--- src/rtl/redmule_exp_packer_if.sv ---
// Minimal HWPE stream interface: one data beat with byte strobes and a
// valid/ready handshake. A beat transfers on a rising edge with valid && ready.
interface hwpe_stream_intf_stream #(
    parameter int unsigned DATA_WIDTH = 32
);
    logic                    valid;
    logic                    ready;
    logic [DATA_WIDTH-1:0]   data;
    logic [DATA_WIDTH/8-1:0] strb;

    modport source (output valid, output data, output strb, input ready);
    modport sink   (input valid, input data, input strb, output ready);
endinterface

--- src/rtl/redmule_exp_packer.sv ---
// Exponent packer: packs one exponent per cycle, LSB lane first, into BEAT_WIDTH-bit
// stream beats. A flush closes a partial beat; a fill register plus an output register absorb stalls.
module redmule_exp_packer #(
    parameter int unsigned EXP_WIDTH  = 8,
    parameter int unsigned BEAT_WIDTH = 512,
    parameter int unsigned CNT_WIDTH  = 16
) (
    input  logic                   clk_i,
    input  logic                   rst_ni,
    input  logic                   clear_i,
    input  logic [EXP_WIDTH-1:0]   exp_i,
    input  logic                   exp_valid_i,
    output logic                   exp_ready_o,
    input  logic                   flush_i,
    hwpe_stream_intf_stream.source stream_o,
    output logic [CNT_WIDTH-1:0]   beats_o,
    output logic                   idle_o
);
    localparam int unsigned EXPS_PER_BEAT = BEAT_WIDTH / EXP_WIDTH;
    localparam int unsigned LANE_W        = (EXPS_PER_BEAT > 1) ? $clog2(EXPS_PER_BEAT) : 1;
    localparam int unsigned STRB_W        = BEAT_WIDTH / 8;
    localparam int unsigned BYTES_PER_EXP = EXP_WIDTH / 8;
    localparam logic [LANE_W:0] FULL_CNT  = (LANE_W + 1)'(EXPS_PER_BEAT);

    logic [BEAT_WIDTH-1:0] fill_q, fill_d;
    logic [LANE_W-1:0]     cnt_q, cnt_d;
    logic                  fill_full_q, fill_full_d;
    logic                  flush_pend_q, flush_pend_d;
    logic                  exp_ready_q, exp_ready_d;
    logic [BEAT_WIDTH-1:0] out_data_q, out_data_d;
    logic [STRB_W-1:0]     out_strb_q, out_strb_d;
    logic                  out_valid_q, out_valid_d;
    logic [CNT_WIDTH-1:0]  beats_q, beats_d;

    logic                  accept;
    logic                  slot_free;
    logic                  flush_req;
    logic [LANE_W:0]       n_fill;
    logic [BEAT_WIDTH-1:0] fill_wr;
    logic [STRB_W-1:0]     part_strb;
    logic                  move;
    logic [BEAT_WIDTH-1:0] move_data;
    logic [STRB_W-1:0]     move_strb;

    always_comb begin
        accept    = exp_valid_i && exp_ready_q;
        slot_free = !out_valid_q || stream_o.ready;
        flush_req = flush_i || flush_pend_q;
        n_fill    = {1'b0, cnt_q} + (LANE_W + 1)'(accept);

        fill_wr = fill_q;
        for (int l = 0; l < int'(EXPS_PER_BEAT); l++) begin
            if (accept && (cnt_q == LANE_W'(l))) begin
                fill_wr[l*EXP_WIDTH +: EXP_WIDTH] = exp_i;
            end
        end

        // Strobe covers exactly the lanes written so far; unused lanes stay zero.
        part_strb = '0;
        for (int s = 0; s < int'(STRB_W); s++) begin
            part_strb[s] = (s < int'(n_fill) * int'(BYTES_PER_EXP));
        end

        fill_d       = fill_q;
        cnt_d        = cnt_q;
        fill_full_d  = fill_full_q;
        flush_pend_d = flush_pend_q;
        out_data_d   = out_data_q;
        out_strb_d   = out_strb_q;
        out_valid_d  = out_valid_q && !stream_o.ready;
        beats_d      = beats_q + CNT_WIDTH'(out_valid_q && stream_o.ready);
        move         = 1'b0;
        move_data    = fill_wr;
        move_strb    = part_strb;

        if (fill_full_q) begin
            // A flush seen while a full beat waits resolves as that full beat.
            if (slot_free) begin
                move        = 1'b1;
                move_data   = fill_q;
                move_strb   = '1;
                fill_d      = '0;
                cnt_d       = '0;
                fill_full_d = 1'b0;
            end
        end else if ((n_fill == FULL_CNT) || (flush_req && (n_fill != '0))) begin
            if (slot_free) begin
                move         = 1'b1;
                fill_d       = '0;
                cnt_d        = '0;
                flush_pend_d = 1'b0;
            end else begin
                fill_d       = fill_wr;
                cnt_d        = n_fill[LANE_W-1:0];
                fill_full_d  = (n_fill == FULL_CNT);
                flush_pend_d = (n_fill != FULL_CNT);
            end
        end else begin
            fill_d       = fill_wr;
            cnt_d        = n_fill[LANE_W-1:0];
            flush_pend_d = 1'b0;
        end

        if (move) begin
            out_data_d  = move_data;
            out_strb_d  = move_strb;
            out_valid_d = 1'b1;
        end

        // Ready also drops for the cycle after any flush so a job boundary is never crossed.
        exp_ready_d = !fill_full_d && !flush_pend_d && !flush_i;

        if (clear_i) begin
            fill_d       = '0;
            cnt_d        = '0;
            fill_full_d  = 1'b0;
            flush_pend_d = 1'b0;
            exp_ready_d  = 1'b1;
            out_data_d   = '0;
            out_strb_d   = '0;
            out_valid_d  = 1'b0;
            beats_d      = '0;
        end
    end

    always_ff @(posedge clk_i or negedge rst_ni) begin
        if (!rst_ni) begin
            fill_q       <= '0;
            cnt_q        <= '0;
            fill_full_q  <= 1'b0;
            flush_pend_q <= 1'b0;
            exp_ready_q  <= 1'b1;
            out_data_q   <= '0;
            out_strb_q   <= '0;
            out_valid_q  <= 1'b0;
            beats_q      <= '0;
        end else begin
            fill_q       <= fill_d;
            cnt_q        <= cnt_d;
            fill_full_q  <= fill_full_d;
            flush_pend_q <= flush_pend_d;
            exp_ready_q  <= exp_ready_d;
            out_data_q   <= out_data_d;
            out_strb_q   <= out_strb_d;
            out_valid_q  <= out_valid_d;
            beats_q      <= beats_d;
        end
    end

    assign stream_o.valid = out_valid_q;
    assign stream_o.data  = out_data_q;
    assign stream_o.strb  = out_strb_q;
    assign exp_ready_o    = exp_ready_q;
    assign beats_o        = beats_q;
    assign idle_o         = (cnt_q == '0) && !fill_full_q && !out_valid_q && !flush_pend_q;
endmodule

--- src/flat_wrapper.sv ---
// flat-port wrapper written by rule: the top's interface ports become plain ports
module redmule_exp_packer_flat 
#(
    parameter int unsigned EXP_WIDTH  = 8,
    parameter int unsigned BEAT_WIDTH = 512,
    parameter int unsigned CNT_WIDTH  = 16
)
  (clk_i, rst_ni, clear_i, exp_i, exp_valid_i, exp_ready_o, flush_i, beats_o, idle_o, stream_o_valid, stream_o_data, stream_o_strb, stream_o_ready);
  hwpe_stream_intf_stream #(.DATA_WIDTH(512)) stream_o_i ();
  input  logic clk_i;
  input  logic rst_ni;
  input  logic clear_i;
  input  logic [EXP_WIDTH-1:0] exp_i;
  input  logic exp_valid_i;
  output logic exp_ready_o;
  input  logic flush_i;
  output logic [CNT_WIDTH-1:0] beats_o;
  output logic idle_o;
  output wire logic [$bits(stream_o_i.valid)-1:0] stream_o_valid;
  output wire logic [$bits(stream_o_i.data)-1:0] stream_o_data;
  output wire logic [$bits(stream_o_i.strb)-1:0] stream_o_strb;
  input wire logic [$bits(stream_o_i.ready)-1:0] stream_o_ready;
  assign stream_o_valid = stream_o_i.valid;
  assign stream_o_data = stream_o_i.data;
  assign stream_o_strb = stream_o_i.strb;
  assign stream_o_i.ready = stream_o_ready;
  redmule_exp_packer #(.EXP_WIDTH(EXP_WIDTH), .BEAT_WIDTH(BEAT_WIDTH), .CNT_WIDTH(CNT_WIDTH)) u_core (.clk_i(clk_i), .rst_ni(rst_ni), .clear_i(clear_i), .exp_i(exp_i), .exp_valid_i(exp_valid_i), .exp_ready_o(exp_ready_o), .flush_i(flush_i), .stream_o(stream_o_i), .beats_o(beats_o), .idle_o(idle_o));
endmodule
--- config.mk ---
export PLATFORM = sky130hd
export DESIGN_NAME = redmule_exp_packer_flat
export DESIGN_NICKNAME = d
export VERILOG_FILES = /design/src/rtl/redmule_exp_packer_if.sv /design/src/rtl/redmule_exp_packer.sv /design/src/flat_wrapper.sv
export SDC_FILE = /design/constraint.sdc
export NUM_CORES = 2
export LEC_CHECK = 0
export CAP_MARGIN = 20
export CORE_ASPECT_RATIO = 1.1
export CORE_MARGIN = 2
export CORE_UTILIZATION = 53
export CTS_BUF_LIST = sky130_fd_sc_hd__clkbuf_4
export DETAILED_ROUTE_END_ITERATION = 10
export PLACE_DENSITY = 0.9
export SKIP_CTS_REPAIR_TIMING = 1
export SYNTH_ARGS = -nofsm -noshare
export SYNTH_HDL_FRONTEND = slang
export SYNTH_SLANG_ARGS = --single-unit
--- constraint.sdc ---
create_clock -name clk_i -period 2.9 [get_ports clk_i]
set_clock_uncertainty 0.05 [all_clocks]
set_input_delay 0.29 -clock clk_i [delete_from_list [all_inputs] [get_ports clk_i]]
set_output_delay 0.29 -clock clk_i [all_outputs]
set_load 0.05 [all_outputs]
==> impl_results.md <==
- Skew-Pair Late Insertion Delay: 1200 ps
- Register area share after synthesis: 54.6%
- DRC viols: 0
- CP arrival: 4550 ps
- Worst Setup Start Kind: register
- Worst reg2reg endpoint: u_core.fill_q[135]
- Max Slew Vio Count: 0
- Headroom to the max-slew limit: 6.02%
- Total GRT Usage: 36.8%
- Worst setup EP type: register
- Violated checks: negative setup slack
- Critical path data required time: 3930 ps
- Routed vias: 46,800
- Most common cell after layout, fill and taps aside: dfrtp_1
- Worst Hold Path EP: u_core.flush_pend_q
- Gpl congestion: 0.911
- Most frequent cells in the layout: dfrtp_1 (1,113), clkdlybuf4s50_1 (597), a21oi_1 (548)
- Reg-to-Reg Start: u_core.exp_ready_o
- Die X: 300 um
- RSZ-0062 raised after global routing: true
- Core area: 95,600 um2
- Worst hold slack: 139 ps
- Mapped Nets: 4,216
- Avg WL per Cell: 31.2 um
- Max VDD drop: 0.462 mV
- DR iter-0 viols: 6,424
- Hold Path Stages: 3
- Fmax: 284 MHz
- CP startpoint: u_core.exp_ready_o
- Routed Antenna Nets: 0
- Fin crit period: 3520 ps
- Final total power: 43.1 mW
- CTS clk-pin slew, worst paths: 90 ps
- Fin worst setup slack: -617 ps
- Drt total wl: 207,000 um
- Die ar.: 98,800 um2
- H-tree Lvls: 5
- Hold Vio Cnt, Final: 0
- Post-route insts no fill: 6,618
- Crit Path Category: reg2reg
- Main synth FF type: dfrtp_1
- Fraction of layout instances using a drive strength above 1: 22.5%
- Min-Delay Path Class: in2reg
- FF-to-FF path depth: 11
- Post-synth EDFFs: 0
- Warnings from Yosys: 0
- Number of global-route vias before repair: 44,300
- Pleak: 26.9 nW
- Area Growth Syn to Fin: 31.0%
- Crit share post-route: 121%
- Nets@finish: 5,175
- FFs w/ async S/R, synth: 100%
- Chip height: 330 um
- Hold_sp: clear_i
- Worst Tran Pin Value: 1370 ps
- Port bufs: 608
- Largest net degree at the start of global routing: 160
- Synth unique cells: 70
- Reg-to-reg setup timing slack: -620 ps
- Avg Vias per Cell: 7.07
- Yosys reg bits: 1,114
- Initial antenna violation count: 7
- HPWL after detailed placement: 117,000 um
- Max cap viols: 0
- Cell Area, Synth: 51,100 um2
- PwrDens: 645 nW/um2
- Syn_area_per_cell: 12.2 um2
- Total CTS buffers: 296
- # setup viols final: 1,040
- Grt total ovfl: 0
- Initial core utilization: 53.4%
- CTS sink cnt: 1,114
- First-pass GRT wire length: 277,000 um
- Dpl cells: 6,006
- Pre-antenna DRT Iters: 8
- Mapped Cells: 4,197
- I/O pins: 609
- Clock root buffer master: clkbuf_4
- TritonCTS clock tree: yes
- Status: finished with violations
- Max clock buf depth: 4
- Row count: 119
- Crit path max fanout: 8
==> routing by layer <==
layer,track usage [%],routed length [um]
met3,10.6,26200
met4,24.2,16600
met2,56.3,92200
met5,0,80
met1,45.8,71500
==> layout make-up <==
cell class	instances	area [um2]
multi-input cells	2627	21800
clock inverters	68	329
clock buffers	417	3130
repair buffers	1099	12000
inverters	18	75.1
well taps	1270	1590
fillers	5992	28700
flip-flops and latches	1114	27900
diodes	5	12.5
==> flip-flops by register name, summed over array words and instances (netlist names) <==
signal / cells
u_core.beats_o: 16
u_core.cnt_q: 6
u_core.exp_ready_o: 1
u_core.fill_full_q: 1
u_core.fill_q: 512
u_core.flush_pend_q: 1
u_core.stream_o.data: 512
u_core.stream_o.strb: 64
u_core.stream_o.valid: 1
==> worst max-delay path by stage <==
stage          cells past startpoint  slack, ps                  to
4_1_cts                            7       -540              idle_o
2_1_floorplan                     11       -210  u_core.fill_q[309]
6_report                          11       -620  u_core.fill_q[135]
3_5_place_dp                      11       -650  u_core.fill_q[495]
3_3_place_gp                      11       -600  u_core.fill_q[503]
5_1_grt                           12       -630  u_core.fill_q[154]
==> critical path, cell delays in order (launching register included) <==
cell and delay, ps:
dfstp_2 540, and2_4 170, ha_4 130, ha_4 210, or4_4 430, o221ai_4 260, o211ai_4 250, buf_12 220
buf_8 130, buf_12 150, a221oi_4 450, a22o_1 470
==> per-stage QoR <==
stage	worst slack (ps)	util, %	instance area (um2)	setup TNS (ps)
after floorplan	-213	-	51100	-179500
after detailed placement	-653	63.7	60900	-559540
after CTS	-541	67.3	64300	-187460
after global placement	-604	63.7	60900	-505550
final	-617	70.0	66900	-195260
after global routing	-629	70.0	66900	-231940
==> cells by family after synthesis <==
logic type	synth area share (%)
simple gates	3.24
flops	54.6
compound gates	27.3
buf+inv	4.20
fa+ha+maj	0.123
mux	10.2
xor+xnor	0.309
==> cells in the mapped netlist (4+ instances only) <==
library cell / number / area, um2
a211oi_1: 535 / 4020
clkbuf_1: 245 / 920
nor3_1: 18 / 90.1
a211oi_4: 5 / 100
a22o_1: 514 / 4500
buf_4: 8 / 60.1
mux2i_1: 519 / 5190
nand4_1: 6 / 37.5
a221oi_4: 60 / 1580
dfrtp_1: 1113 / 27900
a221oi_2: 4 / 60.1
o2111ai_1: 22 / 193
nor2b_1: 10 / 62.6
or3_1: 5 / 31.3
nand2_1: 38 / 143
buf_2: 136 / 681
nor3_2: 64 / 641
xor2_1: 7 / 61.3
o21ai_0: 29 / 145
nand3_1: 22 / 110
buf_6: 31 / 349
ha_1: 5 / 62.6
o211ai_1: 9 / 67.6
nor2_1: 94 / 353
a21oi_1: 591 / 2960
xnor2_1: 11 / 96.3
inv_1: 18 / 67.6
buf_1: 18 / 67.6
nor4_1: 5 / 31.3
==> report_power, final <==
| part | total [mW] | switching, mW | internal [mW] |
|---|---|---|---|
| sequential | 17.4 | 0.888 | 16.5 |
| combinational | 12.0 | 7.97 | 4.08 |
| clock | 13.7 | 6.93 | 6.77 |
Note: power is estimated with default switching activity, not from simulation.
